**src/rtl/rv_mul_ctrl_pkg.sv**
```systemverilog
// Shared state encoding and byte-pair step table for the byte-sliced multiply sequencer.
package rv_mul_ctrl_pkg;

  typedef enum logic [1:0] {
    MC_IDLE  = 2'd0,
    MC_ACC   = 2'd1,
    MC_DONE  = 2'd2,
    MC_ABORT = 2'd3
  } mc_state_e;

  localparam int MUL_NSTEPS = 10;

  // a-byte lane of each low-half pair, ordered by increasing i+j
  function automatic logic [1:0] step_i(input logic [3:0] idx);
    case (idx)
      4'd0, 4'd1, 4'd3, 4'd6: step_i = 2'd0;
      4'd2, 4'd4, 4'd7:       step_i = 2'd1;
      4'd5, 4'd8:             step_i = 2'd2;
      4'd9:                   step_i = 2'd3;
      default:                step_i = 2'd0;
    endcase
  endfunction

  function automatic logic [1:0] step_j(input logic [3:0] idx);
    case (idx)
      4'd0, 4'd2, 4'd5, 4'd9: step_j = 2'd0;
      4'd1, 4'd4, 4'd8:       step_j = 2'd1;
      4'd3, 4'd7:             step_j = 2'd2;
      4'd6:                   step_j = 2'd3;
      default:                step_j = 2'd0;
    endcase
  endfunction

  // i+j never exceeds 3 in the low half, so the 2-bit sum cannot overflow
  function automatic logic [4:0] step_shift(input logic [3:0] idx);
    logic [1:0] lane_sum;
    lane_sum   = step_i(idx) + step_j(idx);
    step_shift = {lane_sum, 3'b000};
  endfunction

endpackage

```
**src/rtl/rv_mul_step_sel.sv**
```systemverilog
// Finds the first enabled step at or after from_idx and reports its lanes, shift
// and whether any enabled step remains after it.
module rv_mul_step_sel
  import rv_mul_ctrl_pkg::*;
#(
  parameter int NSTEPS = MUL_NSTEPS
) (
  input  logic [3:0]        from_idx,
  input  logic [NSTEPS-1:0] mask,
  output logic [3:0]        nxt_idx,
  output logic [1:0]        nxt_i,
  output logic [1:0]        nxt_j,
  output logic [4:0]        nxt_shift,
  output logic              last
);

  // priority search downward so the lowest qualifying index wins
  always_comb begin
    nxt_idx = 4'd0;
    for (int n = NSTEPS - 1; n >= 0; n--) begin
      nxt_idx = (mask[n] && (4'(n) >= from_idx)) ? 4'(n) : nxt_idx;
    end
    last = 1'b1;
    for (int n = 0; n < NSTEPS; n++) begin
      last = (mask[n] && (4'(n) > nxt_idx)) ? 1'b0 : last;
    end
    nxt_i     = step_i(nxt_idx);
    nxt_j     = step_j(nxt_idx);
    nxt_shift = step_shift(nxt_idx);
  end

endmodule

```
**src/rtl/rv_mul_ctrl.sv**
```systemverilog
// Multiply sequencer: walks the enabled low-half byte pairs, driving registered
// select/shift/accumulate strobes to the datapath, then pulses done.
module rv_mul_ctrl
  import rv_mul_ctrl_pkg::*;
#(
  parameter int SKIP_ZERO = 1,
  parameter int NSTEPS    = MUL_NSTEPS
) (
  input  logic       clk,
  input  logic       rst,
  input  logic       start,
  input  logic       abort,
  input  logic [3:0] a_byte_nz,
  input  logic [3:0] b_byte_nz,
  output logic       busy,
  output logic       done,
  output logic [1:0] Ma_sel,
  output logic [1:0] Mb_sel,
  output logic [4:0] Mshift_val,
  output logic       Mupd_prod,
  output logic       Mclr_prod
);

  mc_state_e         state_r, state_s;
  logic [3:0]        idx_r, idx_s;
  logic [NSTEPS-1:0] mask_r, mask_s;
  logic              last_r, last_s;
  logic [NSTEPS-1:0] raw_mask_s, new_mask_s, sel_mask_s;
  logic [3:0]        sel_from_s;
  logic [3:0]        nxt_idx_s;
  logic [1:0]        nxt_i_s, nxt_j_s;
  logic [4:0]        nxt_shift_s;
  logic              nxt_last_s;
  logic              busy_s, done_s, upd_s, clr_s;
  logic [1:0]        asel_s, bsel_s;
  logic [4:0]        shift_s;

  // enable mask offered on start; pairs touching a zero byte contribute nothing
  always_comb begin
    raw_mask_s = '0;
    for (int n = 0; n < NSTEPS; n++) begin
      raw_mask_s[n] = (SKIP_ZERO != 0)
                    ? (a_byte_nz[step_i(4'(n))] & b_byte_nz[step_j(4'(n))])
                    : 1'b1;
    end
  end

  // an all-zero product still issues step 0 so the accumulator is written once
  assign new_mask_s = (raw_mask_s == '0) ? {{(NSTEPS-1){1'b0}}, 1'b1} : raw_mask_s;
  assign sel_from_s = (state_r == MC_ACC) ? (idx_r + 4'd1) : 4'd0;
  assign sel_mask_s = (state_r == MC_ACC) ? mask_r : new_mask_s;

  rv_mul_step_sel #(.NSTEPS(NSTEPS)) u_step_sel (
    .from_idx  (sel_from_s),
    .mask      (sel_mask_s),
    .nxt_idx   (nxt_idx_s),
    .nxt_i     (nxt_i_s),
    .nxt_j     (nxt_j_s),
    .nxt_shift (nxt_shift_s),
    .last      (nxt_last_s)
  );

  // next state and the output values that state will present after the edge
  always_comb begin
    state_s = state_r;
    idx_s   = idx_r;
    mask_s  = mask_r;
    last_s  = last_r;
    busy_s  = 1'b0;
    done_s  = 1'b0;
    upd_s   = 1'b0;
    clr_s   = 1'b0;
    asel_s  = 2'd0;
    bsel_s  = 2'd0;
    shift_s = 5'd0;
    case (state_r)
      MC_IDLE: begin
        if (start && !abort) begin
          state_s = MC_ACC;
          mask_s  = new_mask_s;
          idx_s   = nxt_idx_s;
          last_s  = nxt_last_s;
          busy_s  = 1'b1;
          upd_s   = 1'b1;
          asel_s  = nxt_i_s;
          bsel_s  = nxt_j_s;
          shift_s = nxt_shift_s;
        end else begin
          state_s = MC_IDLE;
        end
      end
      MC_ACC: begin
        busy_s = 1'b1;
        if (abort) begin
          state_s = MC_ABORT;
          upd_s   = 1'b1;
          clr_s   = 1'b1;
        end else if (last_r) begin
          state_s = MC_DONE;
          done_s  = 1'b1;
        end else begin
          state_s = MC_ACC;
          idx_s   = nxt_idx_s;
          last_s  = nxt_last_s;
          upd_s   = 1'b1;
          asel_s  = nxt_i_s;
          bsel_s  = nxt_j_s;
          shift_s = nxt_shift_s;
        end
      end
      MC_DONE:  state_s = MC_IDLE;
      MC_ABORT: state_s = MC_IDLE;
      default:  state_s = MC_IDLE;
    endcase
  end

  // state, step bookkeeping and registered outputs
  always_ff @(posedge clk or posedge rst) begin
    if (rst) begin
      state_r    <= MC_IDLE;
      idx_r      <= 4'd0;
      mask_r     <= '0;
      last_r     <= 1'b0;
      busy       <= 1'b0;
      done       <= 1'b0;
      Ma_sel     <= 2'd0;
      Mb_sel     <= 2'd0;
      Mshift_val <= 5'd0;
      Mupd_prod  <= 1'b0;
      Mclr_prod  <= 1'b0;
    end else begin
      state_r    <= state_s;
      idx_r      <= idx_s;
      mask_r     <= mask_s;
      last_r     <= last_s;
      busy       <= busy_s;
      done       <= done_s;
      Ma_sel     <= asel_s;
      Mb_sel     <= bsel_s;
      Mshift_val <= shift_s;
      Mupd_prod  <= upd_s;
      Mclr_prod  <= clr_s;
    end
  end

endmodule

```
**config.mk**
```make
export PLATFORM = sky130hd
export DESIGN_NAME = rv_mul_ctrl
export DESIGN_NICKNAME = d
export VERILOG_FILES = /design/src/rtl/rv_mul_ctrl_pkg.sv /design/src/rtl/rv_mul_step_sel.sv /design/src/rtl/rv_mul_ctrl.sv
export SDC_FILE = /design/constraint.sdc
export NUM_CORES = 1
export LEC_CHECK = 0
export ABC_AREA = 1
export BUFFER_PORTS_ARGS = -buffer_cell sky130_fd_sc_hd__buf_2
export CAP_MARGIN = 20
export CORE_ASPECT_RATIO = 0.9
export CORE_UTILIZATION = 25
export DETAILED_ROUTE_END_ITERATION = 6
export GPL_ROUTABILITY_DRIVEN = 0
export GPL_TIMING_DRIVEN = 0
export PLACE_DENSITY = 0.39
export SETUP_SLACK_MARGIN = 0.02
export SKIP_LAST_GASP = 1
export SLEW_MARGIN = 20
export SYNTH_ARGS = -nofsm -noshare
export SYNTH_HDL_FRONTEND = slang
export SYNTH_SLANG_ARGS = --single-unit
export TNS_END_PERCENT = 30
```
**constraint.sdc**
```tcl
create_clock -name clk -period 2.75 [get_ports clk]
set_clock_uncertainty 0.1 [all_clocks]
set_input_delay 0.1375 -clock clk [delete_from_list [all_inputs] [get_ports clk]]
set_output_delay 0.1375 -clock clk [all_outputs]
set_load 0.1 [all_outputs]
```
==> reports/metrics.csv <==
stage,metric,value,unit
cts,CTS tree,built,
critical_path,Critical Path RT,2.81,ns
critical_path,CP max-delay cell,dfrtp_1,
critical_path,Worst Path Buf+Inv,4,
routing,Iter 0 DRT Violations,41,
cells_and_area,fin util,0.3676,
critical_path,CP endpoint kind,register,
timing,f_max,0.3322,GHz
cells_and_area,post-route design area,0.002587,mm^2
min_path,WHS Endpoint,mask_r[5]$_DFFE_PP0P_,
critical_path,CP startpoint kind,register,
critical_path,kind of critical path,register to register,
cells_and_area,final std cells w/o fill,376,
global_route,GRT Util Overall,0.1329,
routing,met3 wire length,91,um
yosys,Netlist cell types,35,
yosys,Post-Syn Area per Cell,7.883,um^2
timing,Rel. slew slack,0.5917,
routing,Vias per Instance,4.266,
routing,final wirelength,4698,um
critical_path,crit-path cells,"inv_2, nor2_8, bufbuf_16, o21ai_2, o211ai_4, nand2_2, nand3_4, a21oi_4, inv_2, ha_4, nand2_2, nand3_2, o21ai_2, inv_1, ha_2, xnor2_2, xor2_1, nor2_1",
cts,Clock transition at path regs,0.11,ns
global_route,first-pass GRT wire length,7707,um
routing,drt drc,0,
timing,# setup viols final,3,
global_route,grt total ovfl,0,
critical_path,critical path peak fanout,7,
min_path,worst hold stages,3,
die,die width,91.77,um
cts,htree depth,1,
cells_and_area,Layout fillers,751,
critical_path,reg2reg end,Mshift_val[4]$_DFF_PP0_,
timing,Tmin final,3.010,ns
cells_and_area,"commonest cells after routing, fill and taps aside","nand2_1 (51), dfrtp_1 (25), buf_4 (22)",
global_route,vias in the first global route,1499,
die,Starting Density,0.2576,
cts,clock tree buffer depth,2,
cells_and_area,net count reported at finish,303,
timing,final hold violation count,0,
timing,slack of the critical path,-0.2602,ns
die,# IOs,25,
routing,Metal-1 WL,2464,um
cts,Clock Root Buffer,clkbuf_8,
cells_and_area,"most common cell after layout, fill and taps aside",nand2_1,
timing,Slew Limit Fails,0,
placement,IO Port Bufs,21,
routing,DR WL met2,2098,um
timing,fin crit share,1.095,
global_route,antenna violations before repair,0,
min_path,Hold Crit Class,primary input to register,
routing,vias,1604,
cts,Worst-Skew Late Latency,0.28,ns
cts,CTS Buf Count,3,
critical_path,CP arrival,3.07,ns
die,total die area,0.007597,mm^2
cells_and_area,Area growth syn-to-layout,42.72,%
run_status,status,"finished, violations left",
placement,dpl cell area,0.002130,mm^2
critical_path,"Largest stage delay, worst path",0.41,ns
die,core box area,0.007039,mm^2
global_route,pin count of the biggest net entering global routing,28,
yosys,synthesized cell area,0.001813,mm^2
die,Die Span Y,82.79,um
timing,Worst-Margin Slew,0.6116,ns
critical_path,FF-to-FF setup slack,-0.26,ns
routing,Post-DRT Antenna Nets,0,
critical_path,reg2reg start,state_r[0]$_DFF_PP0_,
critical_path,Top delay family on crit path,compound AO/OA/AOI/OAI gates,
placement,HPWL after detailed placement,3436,um
yosys,"Seq/Total Area, Yosys",0.3727,
critical_path,Reg2Reg Depth,18,
yosys,Syn Inst Count,230,
routing,DRT Pass-1 Iters,4,
run_status,failing checks,negative setup slack,
min_path,min-delay src,a_byte_nz[2],
cells_and_area,antenna fix cells,0,
cts,clock sinks,27,
placement,Post-Place Worst Slack,-0.3448,ns
run,Max-Cap Viols,0,
die,row cnt,29,
routing,Top Metal Used,met4,
timing,RSZ-0062 raised after global routing,true,
routing,post-DR wirelength/cell,12.49,um
yosys,synthesis-stage register bit count,27,
yosys,Yosys Warn Count,0,
cells_and_area,share of cells above drive strength 1,0.4629,
placement,placed instance count,346,
critical_path,WP depth,18,
## worst reg2reg max path, cell delays in order, from the launching register on
cell and delay [ns]:
dfrtp_1 0.41, inv_2 0.10, nor2_8 0.07, bufbuf_16 0.28, o21ai_2 0.23, o211ai_4 0.12, nand2_2 0.14, nand3_4 0.10
a21oi_4 0.19, inv_2 0.10, ha_4 0.24, nand2_2 0.06, nand3_2 0.08, o21ai_2 0.08, inv_1 0.06, ha_2 0.18
xnor2_2 0.15, xor2_1 0.15, nor2_1 0.05
## flip-flops by register name, indices dropped and copies added (netlist names)
register    count
mask_r         10
idx_r           4
Ma_sel          2
Mb_sel          2
Mshift_val      2
state_r         2
Mclr_prod       1
Mupd_prod       1
busy            1
done            1
last_r          1
## cell usage after synthesis (all sizes together)
cell	number	share of area
o21ai	29	0.090
xnor2	1	0.0048
nor3	3	0.011
a21oi	9	0.031
xor2	1	0.0048
nand2	73	0.16
dfrtp	27	0.37
nand3b	1	0.0041
mux2	1	0.0062
nand3	11	0.047
conb	1	0.0021
clkbuf	3	0.0062
o31ai	1	0.0041
buf	5	0.027
nand4	2	0.0069
o211ai	2	0.014
nor2	28	0.10
inv	25	0.053
ha	7	0.048
## stage by stage
stage	hold WS [ns]	setup TNS, ns
finish	0.08145	-0.3895
global placement	0.2388	-0.7268
floorplan	0.09022	-0.01395
global route	0.08986	-1.046
CTS	0.07389	-0.3781
detailed placement	0.1606	-0.6483
## area by class of cell
| cell class | instances | area, um^2 | share of cell area |
|---|---|---|---|
| inverter | 25 | 98.84 | 0.03820 |
| sequential | 27 | 678.2 | 0.2621 |
| tap | 93 | 116.4 | 0.04497 |
| buffer | 8 | 63.81 | 0.02466 |
| multi-input combinational | 172 | 1217 | 0.4705 |
| clock buffer | 3 | 41.29 | 0.01596 |
| timing repair buffer | 47 | 362.8 | 0.1402 |
| clock inverter | 1 | 8.758 | 0.003385 |
## cells by family after synthesis
family | share of synthesized area
AO/OA/AOI/OAI | 0.1394
XOR/XNOR | 0.009664
adder cells (fa/ha/maj) | 0.04831
buffers and inverters | 0.08626
flip-flops | 0.3727
multiplexers | 0.006211
other | 0.002068
AND/OR/NAND/NOR | 0.3354
## how the worst max path moves through the flow
| stage | start | endpoint |
|---|---|---|
| 4_1_cts | state_r[1]$_DFF_PP0_ | Mshift_val[4]$_DFF_PP0_ |
| 5_1_grt | state_r[0]$_DFF_PP0_ | Mshift_val[4]$_DFF_PP0_ |
| 6_report | state_r[0]$_DFF_PP0_ | Mshift_val[4]$_DFF_PP0_ |
| 2_1_floorplan | state_r[1]$_DFF_PP0_ | Mshift_val[4]$_DFF_PP0_ |
| 3_5_place_dp | state_r[1]$_DFF_PP0_ | Mshift_val[4]$_DFF_PP0_ |
| 3_3_place_gp | state_r[1]$_DFF_PP0_ | Mshift_val[4]$_DFF_PP0_ |
## timing repair
item,4_1_cts,5_1_grt
buffers inserted,14,9
hold buffers,2,0
endpoints found under the hold margin,28,0
cloned,1,0
pin swaps,8,19
endpoints found under the setup margin,3,6
gates resized for setup,12,29
## metal layers
layer / global-route usage / up-vias
met1: 0.1875 / 739
met5: 0 / -
met4: 0.03750 / 0
met3: 0.01730 / 4
met2: 0.2143 / 19
li1: - / 842
Power is not shown: default switching activity piles up to over one toggle a cycle in this logic, so the estimate is an artifact.
